--- config.mk ---
export PLATFORM = sky130hd
export DESIGN_NAME = sha_hash_ctrl
export DESIGN_NICKNAME = d
export VERILOG_FILES = /design/src/rtl/sha_ctrl_pkg.sv /design/src/rtl/sha_round_cnt.sv /design/src/rtl/sha_hash_ctrl.sv
export SDC_FILE = /design/constraint.sdc
export NUM_CORES = 1
export LEC_CHECK = 0
export ABC_AREA = 1
export CORE_AREA = 5 5 62 64
export CTS_BUF_LIST = sky130_fd_sc_hd__clkbuf_4
export DETAILED_ROUTE_END_ITERATION = 8
export DIE_AREA = 0 0 67 69
export GPL_TIMING_DRIVEN = 0
export HOLD_SLACK_MARGIN = 0.05
export PLACE_DENSITY = 0.57
export SLEW_MARGIN = 20
export SYNTH_ARGS = -nofsm -noshare
export SYNTH_HDL_FRONTEND = slang
export SYNTH_SLANG_ARGS = --single-unit
--- constraint.sdc ---
create_clock -name clk -period 2.8 [get_ports clk]
set_input_delay 0.56 -clock clk [delete_from_list [all_inputs] [get_ports clk]]
set_output_delay 0.56 -clock clk [all_outputs]
set_load 0.005 [all_outputs]
--- src/rtl/sha_ctrl_pkg.sv ---
// Shared definitions for the SHA-256/SHA-512 hash sequencer: FSM state
// encoding, mode encoding, per-mode round counts and the round index width.
package sha_ctrl_pkg;

  localparam int ROUNDS_256 = 64;
  localparam int ROUNDS_512 = 80;
  localparam int IDX_W      = 7;   // holds ROUNDS_512-1

  localparam logic MODE_SHA256 = 1'b0;
  localparam logic MODE_SHA512 = 1'b1;

  typedef enum logic [2:0] {
    S_IDLE,
    S_WAIT_BLK,
    S_INIT,
    S_ROUND,
    S_UPDATE,
    S_DONE
  } state_t;

  // Final round index (NR-1) for the latched mode.
  function automatic logic [IDX_W-1:0] last_idx(input logic mode);
    return (mode == MODE_SHA512) ? IDX_W'(ROUNDS_512 - 1) : IDX_W'(ROUNDS_256 - 1);
  endfunction

endpackage

--- src/rtl/sha_round_cnt.sv ---
// Round counter for the hash sequencer.
// Ports:
//   clk, rst  - clock, synchronous active-high reset
//   clr       - force index to 0
//   en        - advance one round
//   limit     - terminal index (NR-1)
//   idx       - current round index
//   tc        - idx has reached limit
// On an enabled terminal cycle the index returns to 0, so it never wraps
// past the limit and sits at 0 whenever rounds are not running.
module sha_round_cnt
  import sha_ctrl_pkg::*;
#(
  parameter int W = IDX_W
) (
  input  logic         clk,
  input  logic         rst,
  input  logic         clr,
  input  logic         en,
  input  logic [W-1:0] limit,
  output logic [W-1:0] idx,
  output logic         tc
);

  assign tc = (idx == limit);

  always_ff @(posedge clk) begin
    if (rst || clr)  idx <= '0;
    else if (en)     idx <= tc ? '0 : idx + W'(1);
  end

endmodule

--- src/rtl/sha_hash_ctrl.sv ---
// Sequencer for the SHA-256/SHA-512 compression core.
// Accepts a start command with a mode, handshakes message blocks in, and for
// each block loads IV (first block only) and working vars, runs NR rounds,
// then commits H += A..H. On the last block the result register is loaded
// in the UPDATE cycle, and done pulses one cycle later.
// Ports:
//   clk, rst               - clock, synchronous active-high reset
//   start, mode            - new hash request and SHA-256(0)/SHA-512(1)
//   blk_valid, blk_last    - block source handshake; blk_ready in return
//   ld_msg, ld_iv, ld_work - datapath load strobes
//   rnd_en, rnd_idx        - round active and round index t
//   upd_h                  - H_i += working var
//   sel_res256/512         - result register load enables
//   busy, done             - status
module sha_hash_ctrl
  import sha_ctrl_pkg::*;
(
  input  logic             clk,
  input  logic             rst,
  input  logic             start,
  input  logic             mode,
  input  logic             blk_valid,
  input  logic             blk_last,
  output logic             blk_ready,
  output logic             ld_msg,
  output logic             ld_iv,
  output logic             ld_work,
  output logic             rnd_en,
  output logic [IDX_W-1:0] rnd_idx,
  output logic             upd_h,
  output logic             sel_res256,
  output logic             sel_res512,
  output logic             busy,
  output logic             done
);

  state_t state, state_nxt;
  logic   mode_q, first_q, last_q;
  logic   cnt_clr, cnt_tc;

  sha_round_cnt #(.W(IDX_W)) u_cnt (
    .clk   (clk),
    .rst   (rst),
    .clr   (cnt_clr),
    .en    (rnd_en),
    .limit (last_idx(mode_q)),
    .idx   (rnd_idx),
    .tc    (cnt_tc)
  );

  always_ff @(posedge clk) begin
    if (rst) begin
      state   <= S_IDLE;
      mode_q  <= MODE_SHA256;
      first_q <= 1'b0;
      last_q  <= 1'b0;
    end else begin
      state <= state_nxt;
      // mode/first are only captured from IDLE so requests while busy are dropped
      if (state == S_IDLE && start) begin
        mode_q  <= mode;
        first_q <= 1'b1;
      end
      if (state == S_WAIT_BLK && blk_valid) last_q  <= blk_last;
      if (state == S_UPDATE)                first_q <= 1'b0;
    end
  end

  always_comb begin
    state_nxt  = state;
    blk_ready  = 1'b0;
    ld_msg     = 1'b0;
    ld_iv      = 1'b0;
    ld_work    = 1'b0;
    rnd_en     = 1'b0;
    upd_h      = 1'b0;
    sel_res256 = 1'b0;
    sel_res512 = 1'b0;
    done       = 1'b0;
    cnt_clr    = 1'b0;
    busy       = (state != S_IDLE);
    unique case (state)
      S_IDLE: if (start) state_nxt = S_WAIT_BLK;
      S_WAIT_BLK: begin
        blk_ready = 1'b1;
        if (blk_valid) begin
          ld_msg    = 1'b1;
          state_nxt = S_INIT;
        end
      end
      S_INIT: begin
        ld_iv     = first_q;
        ld_work   = 1'b1;
        cnt_clr   = 1'b1;
        state_nxt = S_ROUND;
      end
      S_ROUND: begin
        rnd_en = 1'b1;
        if (cnt_tc) state_nxt = S_UPDATE;
      end
      S_UPDATE: begin
        upd_h = 1'b1;
        // result register adds pre-update H to final A..H in this same cycle
        if (last_q) begin
          sel_res256 = (mode_q == MODE_SHA256);
          sel_res512 = (mode_q == MODE_SHA512);
          state_nxt  = S_DONE;
        end else begin
          state_nxt  = S_WAIT_BLK;
        end
      end
      S_DONE: begin
        done      = 1'b1;
        state_nxt = S_IDLE;
      end
      default: state_nxt = S_IDLE;
    endcase
  end

endmodule

==> flow_summary.json, run 1 <==
{
  "status": "completed",
  "synthToLayoutAreaGrowth_pct": 43.3,
  "slew_violations": 0,
  "cp_max_fo": 8,
  "post_drt_wl_per_cell_um": 9.52,
  "grt_max_degree": 9,
  "drc": 0,
  "numCtsBuffers": 3,
  "rsz0062_at_grt": "false",
  "multiInputGateArea_um2": 375,
  "overflow": 0,
  "slowest_stage": "clkdlybuf4s50_1",
  "cts-hold-fix-buffers": 0,
  "hold_depth": 2,
  "path_depth": 5,
  "cts_root_buffer": "clkbuf_4",
  "relSlewSlack_pct": 80.2,
  "avgSynthCellArea_um2": 6.70,
  "final_util_pct": 31.5,
  "hpwl_um": 1390,
  "power_density_mw_per_mm2": 428,
  "grt_pass1_wl_um": 2900,
  "seq_area_frac_synth_pct": 36.6,
  "instances_no_fill": 178,
  "final-hold-violation-count": 0,
  "ys_ff_latch": 13,
  "finalNetCount": 140,
  "cts_resized": 0,
  "place_area_um2": 988,
  "power_mw": 0.436,
  "start_util_pct": 22.0,
  "p_leak_nw": 0.432,
  "finalWorstSetupSlack_ps": 510,
  "ys.warnings.count": 0,
  "wirelength_um": 1690,
  "fin_hold_ws_ps": 474,
  "detail_route.first_pass.iterations": 4,
  "met3_usage_pct": 4.22,
  "crit_family": "buffers and inverters",
  "drive_gt1_share_pct": 9.85,
  "cts_setup_buffers": 0,
  "pre_cts_slack_ps": 515,
  "netlist_area_um2": 711,
  "regArea_um2": 260,
  "diodes": 0,
  "critPathLaunchType": "flip-flop",
  "skew_ps": 4.46,
  "path_cells": "inv_2 -> nor2_2 -> nand2_1 -> nor2_1 -> clkdlybuf4s50_1",
  "period_minus_slack_ps": 2290,
  "clock.fmax_mhz": 437,
  "io_buffers": 22,
  "synth.distinct_cells": 21,
  "vias": 731,
  "cts_max_level": 1,
  "reg2regPathDepth": 8,
  "final.setup.tns_ps": 0,
  "maxCapViolations": 0,
  "num-fill-cells": 358,
  "fp.coreArea_mm2": 0.00323,
  "dieArea_mm2": 0.00462,
  "synth_cells": 106,
  "die_h_um": 69,
  "worst-endpoint-arrival_ps": 1730,
  "cts_tree": "yes",
  "clk_pin_slew_worst_paths_ps": 80,
  "critPathMaxStageDelay_ps": 500,
  "first_global_vias": 668,
  "track_usage_pct": 8.00,
  "ant_nets": 0,
  "synth_nets": 113,
  "use_met2_pct": 12.6,
  "final_cell_mix": "22 x nand2_1, 22 x clkdlybuf4s50_1, 17 x inv_1",
  "path_class": "reg2out",
  "hold_class": "reg2reg",
  "end_kind": "primary output",
  "placedCellCount": 174,
  "cts_max_path_buffers": 2,
  "crit_buf_inv": 2,
  "num_rows": 21,
  "cts.sinks": 13,
  "die_w_um": 67,
  "io_pins": 23,
  "fin_crit_sh_pct": 81.8,
  "final_area_mm2": 0.00102,
  "top_usage_layer": "met2",
  "use_met1_pct": 9.71,
  "ir_drop_v": 0.000186,
  "gp_congestion": 0.829,
  "clk_latency_ps": 280,
  "drt_first_iter_violations": 32,
  "avgViaCountPerCell": 4.11,
  "antenna_found_initial": 0,
  "required_ps": 2240,
  "worst_slew_pin_slew_ps": 296,
  "setup_violations": 0
}
==> registers in the layout, summed over array words and instances, names as in the netlist <==
name       flops
last_q         1
state          3
u_cnt.idx      7
first_q        1
mode_q         1
==> synthesized netlist by cell type, drive strengths merged <==
cell | instances | area share (%)
xor2 | 3 | 3.7
o21ai | 4 | 2.8
nand4 | 3 | 2.6
nor3 | 3 | 2.8
nand3b | 2 | 2.1
dfxtp | 13 | 37
ha | 1 | 1.8
o21bai | 1 | 1.1
a21oi | 2 | 1.4
inv | 20 | 11
nand2 | 23 | 13
a211oi | 1 | 1.1
nor2 | 18 | 11
xnor2 | 1 | 1.2
nand3 | 11 | 8.5
==> report_power, final <==
group / internal [mW] / switching (mW)
combinational: 0.0459 / 0.0513
sequential: 0.195 / 0.0124
clock: 0.0650 / 0.0660
total: 0.306 / 0.130
==> per-layer routing <==
metal	part of all wire, %	up-vias
li1	-	386
met1	46	323
met2	45	18
met3	7.2	4
met4	0.94	0
met5	0	-
==> path summary, 6_finish.rpt <==
path / start / to / slack, ps
max: state[2] / sel_res512 / 510
min reg2reg: first_q / first_q / 470
max reg2reg: u_cnt.idx[0] / state[0] / 1380
min: first_q / first_q / 470
==> cell type report <==
class | count | share of cell area, %
inverter | 20 | 7.37
clock buffer | 4 | 2.95
tap | 46 | 5.65
sequential | 13 | 25.6
timing repair buffer | 22 | 21.6
multi-input combinational | 73 | 36.9
==> worst reg2reg max path, delay by kind of cell, from the launching register on <==
family	cells	cell delay, ps
simple gates	5	640
flops	1	400
fa+ha+maj	1	190
buf+inv	2	80
==> logic make-up after synthesis <==
logic type / share of synthesized area (%)
AOI/OAI and AO/OA: 6.34
buffers and inverters: 10.6
DFF: 36.6
adders and majority gates: 1.76
and+or+nand+nor: 39.8
xor gates and xnor gates: 4.93
Note: power is estimated with default switching activity, not from simulation.
==> inputs of run 2 (changes only) <==
Settings changed: PLACE_DENSITY 0.57 to 0.58.
Clock period 2.8 ns to 1.9 ns, I/O delays scaled along.
==> flow_summary.json, run 2 (same netlist as run 1, synthesis figures left out) <==
{
  "power_frac_comb_pct": 26.6,
  "pwr-share-seq_pct": 46.0,
  "grt_pass1_wl_um": 2990,
  "min-delay-start": "first_q",
  "hpwl_um": 1340,
  "critPathMaxStageDelay_ps": 490,
  "switchingPower_mw": 0.195,
  "regMostFlops": "u_cnt.idx",
  "cts_max_path_buffers": 2,
  "pre_cts_slack_ps": -15.9,
  "worst_slew_pin_slew_ps": 229,
  "timing.reg2reg.setup_slack_ps": 500,
  "track_usage_pct": 8.07,
  "largest_reg_flops": 7,
  "ir_drop_v": 0.000268,
  "multiInputGateArea_um2": 392,
  "p_leak_nw": 0.541,
  "critPathLaunchType": "flip-flop",
  "placedCellCount": 174,
  "num_rows": 21,
  "regArea_um2": 272,
  "worst-endpoint-arrival_ps": 1440,
  "power_density_mw_per_mm2": 599,
  "skew_ps": 1.17,
  "ant_nets": 0,
  "fin_crit_sh_pct": 95.7,
  "final_cell_mix": "20 x nand2_1, 17 x inv_1, 16 x clkdlybuf4s50_1",
  "relSlewSlack_pct": 84.7,
  "r2r_end": "state[1]",
  "setup_violations": 0,
  "drc": 0,
  "cts_root_buffer": "clkbuf_4",
  "instances_no_fill": 185,
  "fp.coreArea_mm2": 0.00323,
  "maxCapViolations": 0,
  "reg2regPathDepth": 8,
  "cp_max_fo": 5,
  "io_pins": 23,
  "diodes": 0,
  "status": "completed",
  "overflow": 0,
  "start_util_pct": 22.0,
  "clk_pin_slew_worst_paths_ps": 70,
  "drive_gt1_share_pct": 18.7,
  "clk_latency_ps": 270,
  "numCtsBuffers": 3,
  "required_ps": 1520,
  "cts_max_level": 1,
  "cts.sinks": 13,
  "synthToLayoutAreaGrowth_pct": 56.5,
  "r2r_start": "u_cnt.idx[0]",
  "vias": 764,
  "slew_violations": 0,
  "end_kind": "primary output",
  "place_area_um2": 988,
  "final-hold-violation-count": 0,
  "grt_max_degree": 9,
  "path_class": "reg2out",
  "gp_congestion": 0.805,
  "finalWorstSetupSlack_ps": 82.2,
  "num-fill-cells": 349,
  "clock.fmax_mhz": 550,
  "avgViaCountPerCell": 4.13,
  "clock_power_share_pct": 27.4,
  "finalNetCount": 147,
  "first_global_vias": 713,
  "period_minus_slack_ps": 1820,
  "hold_depth": 2,
  "final_area_mm2": 0.00111,
  "slowest_stage": "clkdlybuf4s50_1",
  "reg_top3": "u_cnt.idx: 7 flops, state: 3 flops",
  "final_util_pct": 34.4,
  "cts_tree": "yes",
  "die_h_um": 69,
  "die_w_um": 67,
  "path_cells": "buf_4 -> nand3_2 -> inv_1 -> clkdlybuf4s50_1",
  "min_to": "first_q",
  "dieArea_mm2": 0.00462,
  "wirelength_um": 1830,
  "swShare_pct": 29.3,
  "post_drt_wl_per_cell_um": 9.91,
  "p_int_mw": 0.471,
  "layout_commonest_cell": "nand2_1",
  "drt_first_iter_violations": 32,
  "final.setup.tns_ps": 0,
  "antenna_found_initial": 0,
  "io_buffers": 22,
  "hold_class": "reg2reg",
  "cts-hold-fix-buffers": 0,
  "detail_route.first_pass.iterations": 4
}
run 2: cell types whose count changed in the layout (fill, tap and decap cells not counted), moves of 3 or more:
cell	change
buf_4	+7
clkdlybuf4s50_1	-6
dfxtp_1	-3
dfxtp_4	+3
dlygate4sd2_1	+3
dlymetal6s2s_1	+3
run 2: timing repair:
item	in CTS	in global routing
setup endpoints to repair	10	5
pin swaps	1	1
gates resized for setup	11	9
buffers inserted	4	3
run 2: worst max-delay path, delay by kind of cell (launching register included):
kind	cells	cell delay (ps)
buffers and inverters	3	680
and+or+nand+nor	1	100
DFF	1	390
run 2: how the worst max path moves through the flow:
stage / start / to / slack [ps] / cells after the start
global placement: blk_valid / ld_msg / -20 / 4
global route: state[1] / ld_work / -4 / 4
finish: state[1] / ld_work / 80 / 4
floorplan: state[2] / sel_res256 / 650 / 4
detailed placement: blk_valid / ld_msg / -20 / 4
CTS: state[1] / ld_msg / -100 / 4
run 2: per-layer routing:
metal,up-vias,global-route usage (%),share of wire [%]
met3,2,3.57,5.9
met5,-,0,0
li1,399,-,-
met4,0,2.03,0.55
met2,18,12.7,48
met1,345,9.92,46
run 2: cell type report:
cell class                      instances  area share, %
Sequential cell                        13           24.4
Clock buffer                            4           2.70
Timing Repair Buffer                   29           24.9
Inverter                               20           7.65
Tap cell                               46           5.17
Multi-Input combinational cell         73           35.2
run 2: metrics by stage:
step | hold WS, ps | power, mW
floorplan | 438 | 0.392
global placement | 458 | 0.453
detailed placement | 482 | 0.456
CTS | 493 | 0.661
global route | 534 | 0.710
finish | 492 | 0.666
run 2: power groups by stage:
stage | Sequential, mW | Clock, mW | Combinational, mW
after floorplan | 0.310 | 0 | 0.0818
after global placement | 0.313 | 0 | 0.141
after detailed placement | 0.313 | 0 | 0.143
after CTS | 0.306 | 0.196 | 0.160
after global routing | 0.309 | 0.205 | 0.196
final | 0.307 | 0.183 | 0.177
==> inputs of run 3 (changes only) <==
Settings changed: CAP_MARGIN set to 40, CORE_AREA 5 5 62 64 to 2 2 59 61, DIE_AREA 0 0 67 69 to 0 0 61 63.
==> flow_summary.json, run 3 (same netlist as run 1, synthesis figures left out) <==
{
  "post_drt_wl_per_cell_um": 9.23,
  "multiInputGateArea_um2": 392,
  "wirelength_um": 1690,
  "clock_power_share_pct": 28.6,
  "drt_first_iter_violations": 26,
  "switchingPower_mw": 0.195,
  "clk_latency_ps": 280,
  "overflow": 0,
  "detail_route.first_pass.iterations": 5,
  "status": "completed",
  "fin_crit_sh_pct": 96.5,
  "period_minus_slack_ps": 1830,
  "drc": 0,
  "grt_pass1_wl_um": 2850,
  "placedCellCount": 174,
  "cts_max_level": 1,
  "diodes": 0,
  "power_density_mw_per_mm2": 604,
  "numCtsBuffers": 3,
  "maxCapViolations": 0,
  "end_kind": "primary output",
  "timing.reg2reg.setup_slack_ps": 500,
  "io_pins": 23,
  "slew_violations": 0,
  "instances_no_fill": 183,
  "start_util_pct": 22.0,
  "first_global_vias": 702,
  "rsz0062_at_grt": "true",
  "synthToLayoutAreaGrowth_pct": 53.3,
  "regMostFlops": "u_cnt.idx",
  "reg_top3": "u_cnt.idx: 7 flops, state: 3 flops",
  "num-fill-cells": 354,
  "ir_drop_v": 0.000277,
  "die_w_um": 61,
  "worst-endpoint-arrival_ps": 1450,
  "power_frac_comb_pct": 24.5,
  "avgViaCountPerCell": 4.14,
  "critPathLaunchType": "flip-flop",
  "antenna_found_initial": 0,
  "finalNetCount": 145,
  "vias": 758,
  "num_rows": 21,
  "clk_pin_slew_worst_paths_ps": 80,
  "worst_slew_pin_slew_ps": 238,
  "final-hold-violation-count": 0,
  "hold_class": "reg2reg",
  "ant_nets": 0,
  "drive_gt1_share_pct": 18.2,
  "dieArea_mm2": 0.00384,
  "path_class": "reg2out",
  "clock.fmax_mhz": 546,
  "gp_congestion": 0.841,
  "cts_max_path_buffers": 2,
  "layout_commonest_cell": "nand2_1",
  "min-delay-start": "first_q",
  "swShare_pct": 29.7,
  "pwr-share-seq_pct": 46.9,
  "setup_violations": 0,
  "skew_ps": 4.23,
  "required_ps": 1520,
  "worstSetupStartpoint": "state[1]",
  "track_usage_pct": 9.64,
  "cts_tree": "yes",
  "fp.coreArea_mm2": 0.00323,
  "final_util_pct": 33.7,
  "hpwl_um": 1320,
  "p_int_mw": 0.463,
  "regArea_um2": 272,
  "cp_max_fo": 7,
  "r2r_start": "u_cnt.idx[1]",
  "relSlewSlack_pct": 84.1,
  "final_cell_mix": "20 x nand2_1, 17 x clkdlybuf4s50_1, 16 x inv_1",
  "io_buffers": 22,
  "grt_max_degree": 9,
  "die_h_um": 63,
  "cts-hold-fix-buffers": 0,
  "p_leak_nw": 0.492,
  "cts.sinks": 13,
  "cts_root_buffer": "clkbuf_4",
  "largest_reg_flops": 7
}
[run 3: timing repair]
action	in CTS	in global routing
setup endpoints to repair	10	7
setup buffers	3	2
pin swaps	1	2
gates resized for setup	15	5
[run 3: cell type report]
class	instances	area share, %
Multi-Input combinational cell	73	35.9
Sequential cell	13	24.9
Timing Repair Buffer	27	23.5
Inverter	20	7.58
Tap cell	46	5.28
Clock buffer	4	2.76
[run 3: path summary, 6_finish.rpt]
check / cells after the start / end
worst max-delay path: 3 / rnd_en
worst min-delay path: 2 / first_q
worst max register to register: 8 / state[1]
worst min register to register: 2 / first_q
[run 3: metrics by stage]
stage                     setup TNS (ps)  total power, mW  setup WS [ps]  hold slack, ps  instance area, um^2
after detailed placement           -18.2            0.456          -18.2             484                  988
after CTS                              0            0.664           10.5             495                 1070
after global routing               -31.8            0.711          -31.5             509                 1090
after global placement             -22.8            0.453          -22.8             456                  988
after floorplan                        0            0.392            647             438                  711
final                                  0            0.658           66.8             490                 1090
[run 3: power groups by stage]
stage / combinational (mW) / clock, mW / sequential (mW)
6_report: 0.161 / 0.188 / 0.309
5_1_grt: 0.183 / 0.216 / 0.312
4_1_cts: 0.157 / 0.197 / 0.310
3_5_place_dp: 0.143 / 0 / 0.313
3_3_place_gp: 0.140 / 0 / 0.313
2_1_floorplan: 0.0818 / 0 / 0.310
[run 3: worst max-delay path, stage by stage (launching register included)]
cell,delay (ps)
dfxtp_4,410
nand2_2,90
nor2_4,150
clkdlybuf4s50_1,530
[run 3: routing by layer]
metal	part of all wire [%]	track usage (%)	wire, um	vias to the layer above
li1	-	-	-	396
met3	6.4	3.73	108	6
met5	0	0	0	-
met2	46	15.7	780	23
met1	46	11.0	769	333
met4	1.8	3.80	30	0
